**src/rtl/alu_pkg.sv**
```systemverilog
`default_nettype none
// +-----------------------------------------------------------------------+
// | alu_pkg: op encodings, sequencer states, result byte count helper     |
// | Revision: 1.0                                                         |
// +-----------------------------------------------------------------------+
package alu_pkg;

  typedef logic [1:0] alu_op_t;

  localparam alu_op_t OP_ADD = 2'b00;
  localparam alu_op_t OP_SUB = 2'b01;
  localparam alu_op_t OP_MUL = 2'b10;
  localparam alu_op_t OP_DIV = 2'b11;

  localparam logic [2:0] S_IDLE   = 3'd0;
  localparam logic [2:0] S_START  = 3'd1;
  localparam logic [2:0] S_LOAD_X = 3'd2;
  localparam logic [2:0] S_LOAD_Y = 3'd3;
  localparam logic [2:0] S_WAIT   = 3'd4;
  localparam logic [2:0] S_CAP2   = 3'd5;
  localparam logic [2:0] S_RESP   = 3'd6;

  // MUL/DIV return two bytes over two finish cycles (hi first), ADD/SUB one.
  function automatic logic [1:0] result_bytes(input alu_op_t op);
    return ((op == OP_MUL) || (op == OP_DIV)) ? 2'd2 : 2'd1;
  endfunction

endpackage
`default_nettype wire

```
**src/rtl/alu_seq_timer.sv**
```systemverilog
`default_nettype none
// +-----------------------------------------------------------------------+
// | alu_seq_timer: WAIT-phase watchdog, built only with ALU_SEQ_TIMEOUT_EN |
// | Revision: 1.0                                                         |
// +-----------------------------------------------------------------------+
`ifdef ALU_SEQ_TIMEOUT_EN
module alu_seq_timer #(
  parameter int TIMEOUT_CYCLES = 64
) (
  input  logic clk,
  input  logic rst,
  input  logic clear,
  input  logic enable,
  output logic expired
);

  localparam int CW = $clog2(TIMEOUT_CYCLES + 1);

  logic [CW-1:0] count;

  // Count is 0 in the first enabled cycle, so expiry fires in cycle TIMEOUT_CYCLES-1.
  always_ff @(posedge clk) begin
    if (rst || clear) begin
      count <= '0;
    end else if (enable && !expired) begin
      count <= count + CW'(1);
    end
  end

  assign expired = enable && (count == CW'(TIMEOUT_CYCLES - 1));

endmodule
`endif
`default_nettype wire

```
**src/rtl/alu_sequencer.sv**
```systemverilog
`default_nettype none
// +-----------------------------------------------------------------------+
// | alu_sequencer: valid/ready front-end driving the multi-cycle ALU bus  |
// | Option macro: ALU_SEQ_TIMEOUT_EN. Revision: 1.0                       |
// +-----------------------------------------------------------------------+
module alu_sequencer
  import alu_pkg::*;
#(
  parameter int TIMEOUT_CYCLES = 64
) (
  input  logic       clk,
  input  logic       rst,
  input  logic       req_valid,
  output logic       req_ready,
  input  logic [1:0] req_op,
  input  logic [7:0] req_x,
  input  logic [7:0] req_y,
  output logic       rsp_valid,
  input  logic       rsp_ready,
  output logic [7:0] rsp_hi,
  output logic [7:0] rsp_lo,
  output logic       rsp_err,
  output logic [1:0] alu_op,
  output logic       alu_start,
  output logic [7:0] alu_inbus,
  input  logic [7:0] alu_outbus,
  input  logic       alu_finish
);

  logic [2:0] state;
  alu_op_t    op_q;
  logic [7:0] x_q;
  logic [7:0] y_q;
  logic       timed_out;
  logic       in_wait;

  assign in_wait = (state == S_WAIT) || (state == S_CAP2);

`ifdef ALU_SEQ_TIMEOUT_EN
  alu_seq_timer #(
    .TIMEOUT_CYCLES(TIMEOUT_CYCLES)
  ) u_timer (
    .clk    (clk),
    .rst    (rst),
    .clear  (!in_wait),
    .enable (in_wait),
    .expired(timed_out)
  );
`else
  logic unused_timeout_cfg;
  assign unused_timeout_cfg = (TIMEOUT_CYCLES > 0);
  assign timed_out          = 1'b0;
`endif

  always_ff @(posedge clk) begin
    if (rst) begin
      state   <= S_IDLE;
      op_q    <= OP_ADD;
      x_q     <= 8'h00;
      y_q     <= 8'h00;
      rsp_hi  <= 8'h00;
      rsp_lo  <= 8'h00;
      rsp_err <= 1'b0;
    end else begin
      case (state)
        S_IDLE: begin
          if (req_valid) begin
            op_q   <= req_op;
            x_q    <= req_x;
            y_q    <= req_y;
            rsp_hi <= 8'h00;
            rsp_lo <= 8'h00;
            // Divide by zero is answered locally; the ALU never sees it.
            if ((req_op == OP_DIV) && (req_y == 8'h00)) begin
              rsp_err <= 1'b1;
              state   <= S_RESP;
            end else begin
              rsp_err <= 1'b0;
              state   <= S_START;
            end
          end
        end
        S_START:  state <= S_LOAD_X;
        S_LOAD_X: state <= S_LOAD_Y;
        S_LOAD_Y: state <= S_WAIT;
        S_WAIT: begin
          if (alu_finish) begin
            if (result_bytes(op_q) == 2'd2) begin
              rsp_hi <= alu_outbus;
              state  <= S_CAP2;
            end else begin
              rsp_hi <= 8'h00;
              rsp_lo <= alu_outbus;
              state  <= S_RESP;
            end
          end else if (timed_out) begin
            rsp_err <= 1'b1;
            state   <= S_RESP;
          end
        end
        S_CAP2: begin
          rsp_lo <= alu_outbus;
          state  <= S_RESP;
        end
        S_RESP: begin
          if (rsp_ready) begin
            state <= S_IDLE;
          end
        end
        default: state <= S_IDLE;
      endcase
    end
  end

  assign req_ready = (state == S_IDLE);
  assign rsp_valid = (state == S_RESP);
  assign alu_start = (state == S_START);

  always_comb begin
    alu_op = OP_ADD;
    if ((state == S_START) || (state == S_LOAD_X) || (state == S_LOAD_Y) || in_wait) begin
      alu_op = op_q;
    end
  end

  always_comb begin
    alu_inbus = 8'h00;
    case (state)
      S_LOAD_X: alu_inbus = x_q;
      S_LOAD_Y: alu_inbus = y_q;
      default:  alu_inbus = 8'h00;
    endcase
  end

endmodule
`default_nettype wire

```
**config.mk**
```make
export PLATFORM = sky130hd
export DESIGN_NAME = alu_sequencer
export DESIGN_NICKNAME = d
export VERILOG_FILES = /design/src/rtl/alu_pkg.sv /design/src/rtl/alu_seq_timer.sv /design/src/rtl/alu_sequencer.sv
export SDC_FILE = /design/constraint.sdc
export NUM_CORES = 1
export LEC_CHECK = 0
export ABC_AREA = 0
export CORE_MARGIN = 2
export CORE_UTILIZATION = 40
export CTS_CLUSTER_DIAMETER = 30
export DETAILED_ROUTE_END_ITERATION = 8
export PLACE_DENSITY = 0.79
export SLEW_MARGIN = 5
export SYNTH_ARGS = -nofsm -noshare
export SYNTH_HDL_FRONTEND = slang
export SYNTH_HIERARCHICAL = 1
export SYNTH_SLANG_ARGS = --single-unit
export TNS_END_PERCENT = 1
```
**constraint.sdc**
```tcl
create_clock -name clk -period 1.55 [get_ports clk]
set_clock_uncertainty 0.2 [all_clocks]
set_input_delay 0.155 -clock clk [delete_from_list [all_inputs] [get_ports clk]]
set_output_delay 0.155 -clock clk [all_outputs]
set_load 0.05 [all_outputs]
```
; ---- Yosys cells after proc, flatten, opt, wreduce, memory -nomap -nowiden
; Cells that the tools add are included.
[word_totals]
reg_bits = 38
out_inout_bits = 30
elab_cells = 52
inputBits = 31
[classes]
mux = 17
reduce_logical = 14
eq_ne = 14
[op_table]
columns = cell, count
row1 = $mux 8, 5
row2 = $pmux 8 s2, 2
row3 = $pmux 8 s3, 1
row4 = $pmux 3 s7, 1
row5 = $mux 3, 4
row6 = $eq 3x3->1 const B, 3
row7 = $eq 2x2->1 const B, 4
row8 = $logic_not 8->1, 1
row9 = $eq 3x2->1 const B, 2
row10 = $mux 2, 3
row11 = $ne 2x2->1 const B, 3
row12 = $reduce_and 3->1, 2
row13 = $logic_or 1x1->1, 5
row14 = $reduce_and 4->1, 1
row15 = $eq 3x1->1 const B, 1
row16 = $logic_not 3->1, 1
row17 = $reduce_bool 3->1, 1
row18 = $ne 2x1->1 const B, 1
row19 = $reduce_and 2->1, 1
row20 = $reduce_bool 2->1, 1
row21 = $logic_and 1x1->1, 1
row22 = $mux 1, 1

; ---- Depth between registers and ports, before layout
[depth]
word_depth = 7
depth_mapped = 7
mapped_depth_nobuf = 4

; ---- Worst setup path before layout
; No wires, ideal clock.
[synth_timing]
kind = flip-flop to flip-flop
from = register state[0]
to = register rsp_lo[0]
required_time_ps = 1218
setup_slack_ps = -406
setup_ps = 132
path_buffers = 2
stages_incl_launch_ff = 7
t_arrival_ps = 1624
cell_sequence = dfxtp_1 -> buf_6 -> nor3_4 -> nand2_1 -> buf_2 -> nand3_1 -> a21oi_1
[synth_via]
elab_chain_len = 3
elab_cells_between_ends = 9
cone_classes = 5 x eq/ne / 1 x mux / 3 x reduce/logical
[synth_lines]
columns = item, line
row1 = start: declaration, alu_sequencer.sv:30  ; logic [2:0] state;
row2 = start signal: assignment, alu_sequencer.sv:57  ; state <= S_IDLE;
row3 = start signal: assignment, alu_sequencer.sv:76  ; state <= S_RESP;
row4 = start signal: assignment, alu_sequencer.sv:79  ; state <= S_START;
row5 = $logic_not 3->1 *, n/a
row6 = net req_ready, alu_sequencer.sv:14  ; output logic req_ready,
row7 = $ne 2x2->1 (no line) or $reduce_bool 3->1 (tied branches), n/a
row8 = $reduce_and 4->1 (no line), n/a
row9 = end signal: assignment, alu_sequencer.sv:93  ; rsp_lo <= alu_outbus;
row10 = end signal: assignment, alu_sequencer.sv:102  ; rsp_lo <= alu_outbus;
row11 = end: declaration, alu_sequencer.sv:21  ; output logic [7:0] rsp_lo,
; Mark *: on every way through the listed nets, which the timed path passes. The rest lies on a longest branch.
; A chain may end at the register's enable or synchronous reset.

; ---- Worst setup path in the final report
[layout_timing]
from = input port req_y[3]
to = register state[1]
[layout_via]
elab_chain_len = 5
[layout_lines]
columns = item, line
row1 = start: declaration, alu_sequencer.sv:17  ; input logic [7:0] req_y,
row2 = $logic_not 8->1, alu_sequencer.sv:74  ; if ((req_op == OP_DIV) && (req_y == 8'h00)) begin
row3 = $logic_and 1x1->1, alu_sequencer.sv:74
row4 = $mux 3, alu_sequencer.sv:74
row5 = $mux 3, alu_sequencer.sv:67  ; if (req_valid) begin
row6 = $pmux 3 s7, alu_sequencer.sv:65  ; case (state)
row7 = end signal: assignment, alu_sequencer.sv:76
row8 = end signal: assignment, alu_sequencer.sv:79
row9 = end signal: assignment, alu_sequencer.sv:83  ; S_START: state <= S_LOAD_X;
; No other way between the ends. The select of a mux whose other input is x is not followed.

==> impl_metrics.py <==
metrics = {
    "timing": {
        "rsz0062_at_grt": "true",
        "setup_violations": 15,
        "slew_headroom_pct": 80.77,
        "max_freq_ghz": 0.5829,
        "period_minus_slack_ps": 1715,
        "setup_tns_ps": -1828,
        "slew_violations": 0,
        "tightest_slew_ps": 280.5,
        "whs_ps": 201.0,
        "fin_ws_ps": -165.5,
        "hold_viol_final": 0,
        "fin_crit_sh_pct": 110.7,
    },
    "logic_synthesis": {
        "synth_flop_cell": "dfxtp_1",
        "seq_area_frac_synth_pct": 45.61,
        "synth-seq-cells": 38,
        "synth_fp_nets": 246,
        "synth_enable_flop_cells": 0,
        "synth_warnings": 6,
        "yosysTopAreaCellShare_pct": 45.61,
        "synth_area_leaders": "dfxtp_1 (46%), nand2_1 (13%), a21oi_1 (11%), mux2i_1 (5.4%), nand3_1 (4.8%)",
        "postSynthCellCount": 215,
        "avgSynthCellArea_um2": 7.757,
        "synthArstFlopShare_pct": 0,
        "yosys.area.top_type": "dfxtp_1",
        "synth.distinct_cells": 30,
        "synth_area_mm2": 0.001668,
    },
    "drt": {
        "drtIter0Drc": 110,
        "drt-total-wl_um": 5496,
        "drt-pass1-iter-count": 4,
        "antenna_left": 0,
        "drc": 0,
        "num_vias": 1822,
        "routedWlPerCell_um": 15.84,
        "vias_per_cell": 5.251,
    },
    "placement": {
        "pre_cts_slack_ps": -343.2,
        "place_hpwl_um": 3529,
        "io_buffer_count": 60,
        "gp_congestion": 0.9068,
    },
    "flow_run": {
        "drv_cap": 0,
    },
    "min_path": {
        "hold_path.class": "in -> reg",
        "holdPathEnd": "x_q[7]$_SDFFE_PP0P_",
        "holdCritStartpoint": "req_x[7]",
        "hold_depth": 3,
    },
    "floorplanning": {
        "ios": 61,
        "rows": 23,
        "core_region_area_mm2": 0.004000,
        "die_x_um": 68.57,
        "dieArea_mm2": 0.004702,
        "die_h_um": 68.57,
        "start_util_pct": 41.70,
    },
    "power_and_ir_drop": {
        "irDropWorstVdd_mv": 0.6024,
        "p_per_area_mw_per_mm2": 776.3,
        "p_leak_uw": 0.001121,
    },
    "final_layout": {
        "fin_nets": 327,
        "layout_commonest_cell": "nand2_1",
        "drive_above_1_share_pct": 34.68,
        "final_cell_mix": "nand2_1 (57), a21oi_1 (36), dfxtp_1 (34), buf_12 (32), clkdlybuf4s50_1 (30)",
        "area_delta_synth_final_pct": 88.07,
        "fill_cells": 221,
        "antenna_cells": 0,
    },
    "cts": {
        "cts_setup_buffers": 0,
        "cts_max_level": 2,
        "cts_tree": "done",
        "clock_latency_ps": 300,
        "cts_inserted_buffers": 5,
        "clock-sinks": 38,
        "clk_pin_slew_worst_paths_ps": 70,
        "cts_root_buf": "clkbuf_8",
        "hold_buffers": 0,
        "clockBufferDepth": 2,
    },
    "worst_setup_path": {
        "crit_arrival_ps": 1690,
        "rr_worst_depth": 5,
        "end_kind": "flip-flop",
        "startpoint_type": "primary input",
        "critPathKind": "in -> reg",
        "rr_endpoint": "state[1]$_SDFFE_PP0P_",
        "crit_fanout": 2,
        "r2r-start": "state[2]$_SDFFE_PP0P_",
        "required_ps": 1530,
        "reg2reg_slack_ps": 10,
    },
    "grt": {
        "antenna_found_initial": 0,
        "grt_pass1_vias": 1843,
        "grt_max_degree": 25,
        "grt_use_total_pct": 25.38,
        "grt_overflow_total": 0,
        "grt_pass1_wl_um": 8604,
    },
    "status": {
        "outcome": "finished with violations",
        "failed_checks": "setup timing",
    },
}
through the flow:
| step | total power, uW | utilization [%] | instance area, um^2 | std cells |
|---|---|---|---|---|
| 2_1_floorplan | 1328 | - | 1675 | 215 |
| 3_3_place_gp | 1592 | 69.53 | 2781 | 339 |
| 3_5_place_dp | 1603 | 69.53 | 2781 | 339 |
| 4_1_cts | 2410 | 77.29 | 3092 | 347 |
| 5_1_grt | 2524 | 78.42 | 3137 | 347 |
| 6_report | 2435 | 78.42 | 3137 | 347 |
state kept, by name, indices dropped and copies added (netlist names):
signal and flops:
rsp_hi 8, y_q 8, rsp_err 1, rsp_lo 8
x_q 8, state 3, op_q 2
worst max-delay path: stages:
cell and delay, ps:
clkdlybuf4s50_1 510, nor4_4 360, and4b_1 280, a21oi_1 80
a2111oi_1 310
cell families (layout without fill, tap and decap cells):
| family | count (synthesis) | count (layout) | share of synthesized area [%] |
|---|---|---|---|
| AOI/OAI and AO/OA | 47 | 47 | 15.53 |
| DFF | 38 | 38 | 45.61 |
| muxes | 9 | 9 | 5.402 |
| buffers and inverters | 16 | 98 | 5.476 |
| and+or+nand+nor | 105 | 105 | 27.98 |
worst max path at each step:
stage	endpoint	cells after the start	start
2_1_floorplan	op_q[1]$_SDFFE_PP0P_	7	state[0]$_SDFFE_PP0P_
3_3_place_gp	state[1]$_SDFFE_PP0P_	5	req_y[4]
3_5_place_dp	state[1]$_SDFFE_PP0P_	5	req_y[4]
4_1_cts	alu_inbus[5]	4	state[0]$_SDFFE_PP0P_
5_1_grt	state[1]$_SDFFE_PP0P_	5	req_y[3]
6_report	state[1]$_SDFFE_PP0P_	5	req_y[3]
report_power, final:
part	switching (uW)	internal (uW)	total [uW]
logic	310	326	636
clock network	365	359	724
registers	55.1	1020	1070
total	731	1700	2440
Yosys cell counts (all sizes together) (3+ instances only):
cell type	instances
a21oi	38
buf	9
clkbuf	6
dfxtp	38
mux2i	9
nand2	59
nand2b	3
nand3	16
nor2	17
nor3	3
o21ai	3
metal layers:
metal | share of wire [%] | vias to the layer above | GRT usage (%)
met2 | 51 | 67 | 42.79
met5 | 0 | - | 0
met1 | 39 | 852 | 29.27
li1 | - | 885 | -
met3 | 6.1 | 18 | 6.981
met4 | 3.2 | 0 | 13.00
layout make-up:
class,instances,area (um^2),area share (%)
clock buffers,7,86.33,2.752
clock inverters,1,5.005,0.1596
inverters,1,3.754,0.1197
multi-input cells,161,1035,32.99
flip-flops and latches,38,770.7,24.57
well taps,50,62.56,1.994
repair buffers,89,1174,37.42
what timing repair did:
action / CTS / global route
endpoints found under the setup margin: 20 / 35
endpoints found under the hold margin: 0 / 0
pin swaps: 4 / 3
resized for setup: 49 / 13
Power figures use the tool's default switching activity.
